--- config.mk ---
export PLATFORM = sky130hd
export DESIGN_NAME = alu_req_arbiter
export DESIGN_NICKNAME = d
export VERILOG_FILES = /design/src/rtl/alu_req_arbiter.sv
export SDC_FILE = /design/constraint.sdc
export NUM_CORES = 1
export LEC_CHECK = 0
export ABC_AREA = 1
export CAP_MARGIN = 20
export CORE_MARGIN = 2
export CORE_UTILIZATION = 44
export CTS_CLUSTER_SIZE = 25
export DETAILED_ROUTE_END_ITERATION = 6
export PLACE_DENSITY = 0.8
export SYNTH_ARGS = -nofsm -noshare
export SYNTH_HDL_FRONTEND = slang
export SYNTH_SLANG_ARGS = --single-unit
--- constraint.sdc ---
create_clock -name clk -period 2.37 [get_ports clk]
set_input_delay 0.5925 -clock clk [delete_from_list [all_inputs] [get_ports clk]]
set_output_delay 0.5925 -clock clk [all_outputs]
set_load 0.01 [all_outputs]
--- src/rtl/alu_req_arbiter.sv ---
// Purpose : shares one 4-bit signed ALU (add/sub/mul) between two requesters with
//           round-robin arbitration and a single operation in flight.
// Latency : resp_valid rises ALU_LAT+1 edges after the acceptance edge (1 edge for
//           an illegal op); back-to-back spacing is ALU_LAT+3 cycles.
// Backpressure: a pending response is held until resp_ready; no request is accepted
//           while busy (r0_ready/r1_ready stay low outside IDLE).
//
// Ports:
//   clk, ar                        clock, asynchronous active-high reset
//   r0_valid/r0_ready/r0_op/a/b    requester 0 (op 00 add, 01 sub, 10 mul, 11 illegal)
//   r1_valid/r1_ready/r1_op/a/b    requester 1
//   alu_select/alu_a/alu_b         registered operands driven to the shared ALU
//   alu_sign/alu_mag               ALU result, valid ALU_LAT edges after operands load
//   resp_valid/resp_ready          response handshake
//   resp_id/sign/mag/err           response payload
//   busy                           high whenever the FSM is not in IDLE
module alu_req_arbiter #(
    parameter int ALU_LAT = 1   // legal range 1..7
) (
    input  logic       clk,
    input  logic       ar,
    input  logic       r0_valid,
    output logic       r0_ready,
    input  logic [1:0] r0_op,
    input  logic [3:0] r0_a,
    input  logic [3:0] r0_b,
    input  logic       r1_valid,
    output logic       r1_ready,
    input  logic [1:0] r1_op,
    input  logic [3:0] r1_a,
    input  logic [3:0] r1_b,
    output logic [1:0] alu_select,
    output logic [3:0] alu_a,
    output logic [3:0] alu_b,
    input  logic       alu_sign,
    input  logic [7:0] alu_mag,
    output logic       resp_valid,
    input  logic       resp_ready,
    output logic       resp_id,
    output logic       resp_sign,
    output logic [7:0] resp_mag,
    output logic       resp_err,
    output logic       busy
);

    typedef enum logic [1:0] {
        S_IDLE  = 2'd0,
        S_ISSUE = 2'd1,
        S_WAIT  = 2'd2,
        S_RESP  = 2'd3
    } state_t;

    localparam logic [1:0] OP_ILLEGAL = 2'b11;

    state_t     state;
    logic       last_id;    // requester granted most recently
    logic       req_id;     // owner of the operation in flight
    logic [2:0] cnt;        // remaining ALU latency edges

    logic       grant_any;
    logic       grant_id;
    logic [1:0] sel_op;
    logic [3:0] sel_a;
    logic [3:0] sel_b;

    // When both request, the one not granted last time wins; otherwise the sole
    // valid requester wins.
    always_comb begin
        grant_any = r0_valid | r1_valid;
        grant_id  = (r0_valid & r1_valid) ? ~last_id : r1_valid;
        sel_op    = grant_id ? r1_op : r0_op;
        sel_a     = grant_id ? r1_a  : r0_a;
        sel_b     = grant_id ? r1_b  : r0_b;
    end

    // Ready is combinational and gated by reset so every output reads 0 while
    // ar is asserted, even with requests pending.
    assign r0_ready = (state == S_IDLE) & ~ar & r0_valid & ~grant_id;
    assign r1_ready = (state == S_IDLE) & ~ar & r1_valid &  grant_id;
    assign busy     = (state != S_IDLE);

    always_ff @(posedge clk or posedge ar) begin
        if (ar) begin
            state      <= S_IDLE;
            last_id    <= 1'b1;     // makes r0 win the first contested grant
            req_id     <= 1'b0;
            cnt        <= 3'd0;
            alu_select <= 2'd0;
            alu_a      <= 4'd0;
            alu_b      <= 4'd0;
            resp_valid <= 1'b0;
            resp_id    <= 1'b0;
            resp_sign  <= 1'b0;
            resp_mag   <= 8'd0;
            resp_err   <= 1'b0;
        end else begin
            unique case (state)
                S_IDLE: begin
                    if (grant_any) begin
                        last_id <= grant_id;
                        req_id  <= grant_id;
                        if (sel_op == OP_ILLEGAL) begin
                            // ALU is bypassed: its operand registers keep their
                            // previous contents and the error response is immediate.
                            resp_valid <= 1'b1;
                            resp_id    <= grant_id;
                            resp_err   <= 1'b1;
                            resp_sign  <= 1'b0;
                            resp_mag   <= 8'd0;
                            state      <= S_RESP;
                        end else begin
                            alu_select <= sel_op;
                            alu_a      <= sel_a;
                            alu_b      <= sel_b;
                            cnt        <= 3'(ALU_LAT);
                            state      <= S_ISSUE;
                        end
                    end
                end
                S_ISSUE: begin
                    cnt   <= cnt - 3'd1;
                    state <= S_WAIT;
                end
                S_WAIT: begin
                    if (cnt == 3'd0) begin
                        resp_valid <= 1'b1;
                        resp_id    <= req_id;
                        resp_err   <= 1'b0;
                        resp_sign  <= alu_sign;
                        resp_mag   <= alu_mag;
                        state      <= S_RESP;
                    end else begin
                        cnt <= cnt - 3'd1;
                    end
                end
                S_RESP: begin
                    if (resp_ready) begin
                        resp_valid <= 1'b0;
                        state      <= S_IDLE;
                    end
                end
                default: state <= S_IDLE;
            endcase
        end
    end

endmodule

# Word-level counts from Yosys, hierarchy flattened
# Cells that the tools add are included.
dict set report word_totals {
  elab_cells 78
  out_inout_bits 25
  ff_bits 29
  inputBits 34
}
dict set report op_classes {
  reduce_logical 12
  muxes 32
  n_bitwise 11
  eq_ne 10
  add_sub_neg 1
}
# op count
set op_table {}
lappend op_table {{two-way mux 8 bit} 3}
lappend op_table {{case mux 8 bit (2 select lines)} 1}
lappend op_table {{two-way mux 1 bit} 12}
lappend op_table {{two-way mux 2 bit} 5}
lappend op_table {{inequality test 2 bit (second input constant)} 5}
lappend op_table {{two-way mux 3 bit} 3}
lappend op_table {{case mux 3 bit (3 select lines)} 1}
lappend op_table {{two-way mux 4 bit} 2}
lappend op_table {{case mux 2 bit (4 select lines)} 1}
lappend op_table {{AND reduction 4 bit} 2}
lappend op_table {{AND 1 bit} 6}
lappend op_table {{== test 2 bit (second input constant)} 3}
lappend op_table {{case mux 1 bit (2 select lines)} 3}
lappend op_table {{AND reduction 3 bit} 2}
lappend op_table {{nonzero test 3 bit} 2}
lappend op_table {{AND reduction 5 bit} 1}
lappend op_table {{NOT 1 bit} 4}
lappend op_table {{nonzero test 2 bit} 2}
lappend op_table {{zero test 3 bit} 1}
lappend op_table {{case mux 1 bit (3 select lines)} 1}
lappend op_table {{subtractor 3 x 1 -> 3 bit (second input constant)} 1}
lappend op_table {{== test 2 x 1 -> 1 bit (second input constant)} 1}
lappend op_table {{zero test 2 bit} 1}
lappend op_table {{inequality test 2 x 1 -> 1 bit (second input constant)} 1}
lappend op_table {{other kinds (2)} 2}

# Longest topological paths before layout
dict set report logic_depth {
  word_depth 7
  depth_mapped 10
  mapped_depth_nobuf 10
}

# Worst setup path before layout
# Ideal clock, no wire load.
dict set report synth_path {
  path_type {input port to output port}
  start {input ar}
  end {output r0_ready}
  t_required_ns 1.778
  path_slack_ns 0.208
  arrival_time_ns 1.569
  path_stages 3
  path_buffers 0
  path_cell_list {inv_1 > nand3_1 > nor2_1}
}
dict set report synth_between {
  elab_chain_len 4
}
# element line
set synth_rtl {}
lappend synth_rtl {{from (decl)} 21} ;# input logic ar,
lappend synth_rtl {{NOT 1 bit} 78} ;# assign r0_ready = (state == S_IDLE) & ~ar & r0_valid & ~grant_id;
lappend synth_rtl {{AND 1 bit (3 in a row)} 78}
lappend synth_rtl {{to (decl)} 23} ;# output logic r0_ready,
# Every way passes these cells.

# Final worst setup path
dict set report layout_path {
  start {input r0_valid}
  end {output r1_ready}
}
dict set report layout_between {
  elab_chain_len 3
}
# element line
set layout_rtl {}
lappend layout_rtl {{from (decl)} 22} ;# input logic r0_valid,
lappend layout_rtl {{AND 1 bit} 70} ;# grant_id = (r0_valid & r1_valid) ? ~last_id : r1_valid;
lappend layout_rtl {{two-way mux 1 bit} 70}
lappend layout_rtl {{AND 1 bit} 79} ;# assign r1_ready = (state == S_IDLE) & ~ar & r1_valid & grant_id;
lappend layout_rtl {{to (decl)} 28} ;# output logic r1_ready,
# Every way passes these cells.

==> results.json <==
{
  "p_clk_frac": 0.176,
  "p_int_mw": 1.773,
  "cp.required_ns": 1.78,
  "clk_latency_ns": 0.33,
  "crit_path_start_kind": "input port",
  "grt_setup_unrepaired": "false",
  "startpoint": "r0_valid",
  "final_core_util": 0.6844,
  "cts_hold_buf": 0,
  "power_mw": 2.890,
  "outcome": "finished clean",
  "crit_arrival_ns": 1.70,
  "clockRootBuffer": "clkbuf_4",
  "cp-end-kind": "output port",
  "critPathTopFamily": "buffers and inverters",
  "cp_slowest_cell": "clkdlybuf4s50_1",
  "wl_per_cell_um": 11.71,
  "synth_seq_area_share": 0.4626,
  "switching_share": 0.3864,
  "layout_common_cells": "55 x clkdlybuf4s50_1, 42 x nand2_1, 28 x dfrtp_1",
  "ant_nets": 0,
  "drt_pass1_iterations": 4,
  "drt_wl_total_um": 3489,
  "placed_area_mm2": 0.002207,
  "synth_nets": 225,
  "grt_util_all_layers": 0.1989,
  "grt_max_degree": 30,
  "yosysTopAreaCell": "dfrtp_1",
  "grtUsageMet3": 0.05282,
  "critical_path_class": "in -> out",
  "num_rows": 21,
  "busiest_layer": "met2",
  "slew_violations": 0,
  "nNetsFinal": 292,
  "nFillCells": 284,
  "power.switching_mw": 1.117,
  "clk_pin_slew_ns": 0.10,
  "combPwrFrac": 0.531,
  "ys_ff_latch": 29,
  "final_area_mm2": 0.002320,
  "fmax_mhz": 436.1,
  "crit_top_cell": "nand2_2",
  "final_common_cell": "clkdlybuf4s50_1",
  "hp-class": "reg -> reg",
  "die_height_um": 63.76,
  "ir_worst_vdd_uv": 696.4,
  "leakagePower_nw": 1.097,
  "cts_sinks": 29,
  "design.core.area_mm2": 0.003390,
  "antenna_cells": 0,
  "io_buffers": 58,
  "antenna_found_initial": 0,
  "seq_power_share": 0.292,
  "synth_top_cell_area_share": 0.4459,
  "drc": 0,
  "fin_crit_sh": 0.9675,
  "r2r-start": "state[0]",
  "finalCriticalPeriod_ns": 2.293,
  "post_synth_main_area_contributors": "dfrtp_1 45%, nand2_1 10%, ha_1 5.6%",
  "syn_avg_cell_area_um2": 8.541,
  "power_density_mw_per_mm2": 1246,
  "cts_buffer_depth": 2,
  "vias_per_cell": 4.846,
  "tightest_slew_ns": 0.4768,
  "cts_made_buffers": 5,
  "max_stage_delay_ns": 0.52,
  "cts_tree": "built",
  "htree_num_levels": 2,
  "dp_hpwl_um": 2541,
  "synthCells": 184,
  "drive_gt1_frac": 0.1429,
  "min_from": "resp_mag[1]",
  "max_slew_margin": 0.6821,
  "ios": 59,
  "grt_overflow_total": 0,
  "skew_ns": 0.01028,
  "worstPathMaxFanout": 3,
  "synth_cell_type_count": 23,
  "initial_utilization": 0.4636,
  "vias": 1444,
  "met1_usage": 0.2592,
  "grt_pass1_wl_um": 6444,
  "drt-initial-drc-count": 81,
  "r2r_setup_slack_ns": 0.60,
  "finalHoldWorstSlack_ns": 0.4797,
  "use_met2": 0.3237,
  "cap_violations": 0,
  "die-area_mm2": 0.004065,
  "crit_buf_inv": 3,
  "yosysWarnings": 0,
  "gp_congestion": 0.7930,
  "die_w_um": 63.76,
  "grt_pass1_vias": 1496,
  "finalSetupViolCount": 0,
  "hold_viol": 0,
  "synth_area_mm2": 0.001572,
  "syn_to_final_growth_pct": 47.61,
  "path_cells": "clkdlybuf4s50_1, nand2_2, nand2_2, inv_4, nand2_1, nor2_1, dlygate4sd2_1"
}
## sequential cells by signal, summed over array words and instances (netlist names)
signal,flops
resp_mag,8
alu_a,4
alu_b,4
cnt,3
alu_select,2
state,2
last_id,1
req_id,1
resp_err,1
resp_id,1
resp_sign,1
resp_valid,1
## Yosys cell counts (all sizes together)
library cell	count
nand3	9
dfstp	1
xor2	1
buf	6
nor2	23
dfrtp	28
o211ai	2
nand4	12
o21a	8
o21ai	16
nand2	52
inv	18
or2	1
ha	7
## what timing repair did
item / in CTS / in global routing
endpoints found under the hold margin: 0 / 0
resized for setup: 3 / 1
setup buffers: 0 / 1
endpoints found under the setup margin: 3 / 1
## final cells by class
type	count	area, um2	area share
multi-input cells	131	721.9	0.3112
well taps	46	57.56	0.02481
clock buffers	5	37.54	0.01618
clock inverters	3	65.06	0.02805
inverters	18	70.07	0.03021
repair buffers	66	640.6	0.2762
flip-flops and latches	29	726.9	0.3134
## worst register-to-register path: cells and delay by family (launching register included)
kind            cells  cell delay (ns)
fa+ha+maj           1             0.26
buf+inv             2             0.19
compound gates      2             0.28
simple gates        3             0.52
flops               1             0.42
## cell families after synthesis
| logic type | share of synthesized area |
|---|---|
| xor gates and xnor gates | 0.005574 |
| AOI/OAI and AO/OA | 0.09873 |
| adders and majority gates | 0.05573 |
| buffers and inverters | 0.07962 |
| DFF | 0.4626 |
| and+or+nand+nor | 0.2978 |
## final timing paths
kind / endpoint / cells after the start
max: r1_ready / 7
min: resp_mag[1] / 2
max reg2reg: alu_a[3] / 8
min reg2reg: resp_mag[1] / 2
max in group asynchronous: last_id / 3
min in group asynchronous: alu_select[0] / 3
## per-layer routing
layer  vias to the layer above  share of wire
met1                       664           0.46
met5                         -              0
met2                        40           0.47
met4                         0          0.014
met3                         7          0.058
li1                        733              -
## per-stage QoR
stage,setup WS [ns],setup TNS [ns],instances
floorplan,0.2081,0,184
global placement,-0.1608,-0.2897,289
detailed placement,-0.1969,-0.3386,289
CTS,0.03725,0,297
global route,0.009064,0,298
finish,0.07708,0,298
## power groups by stage
stage,sequential [mW],clock [mW],combinational [mW]
global route,0.878,0.548,1.75
finish,0.845,0.509,1.54
CTS,0.850,0.519,1.54
global placement,0.851,0,1.50
detailed placement,0.857,0,1.53
floorplan,0.923,0,0.916
Note: power is estimated with default switching activity, not from simulation.
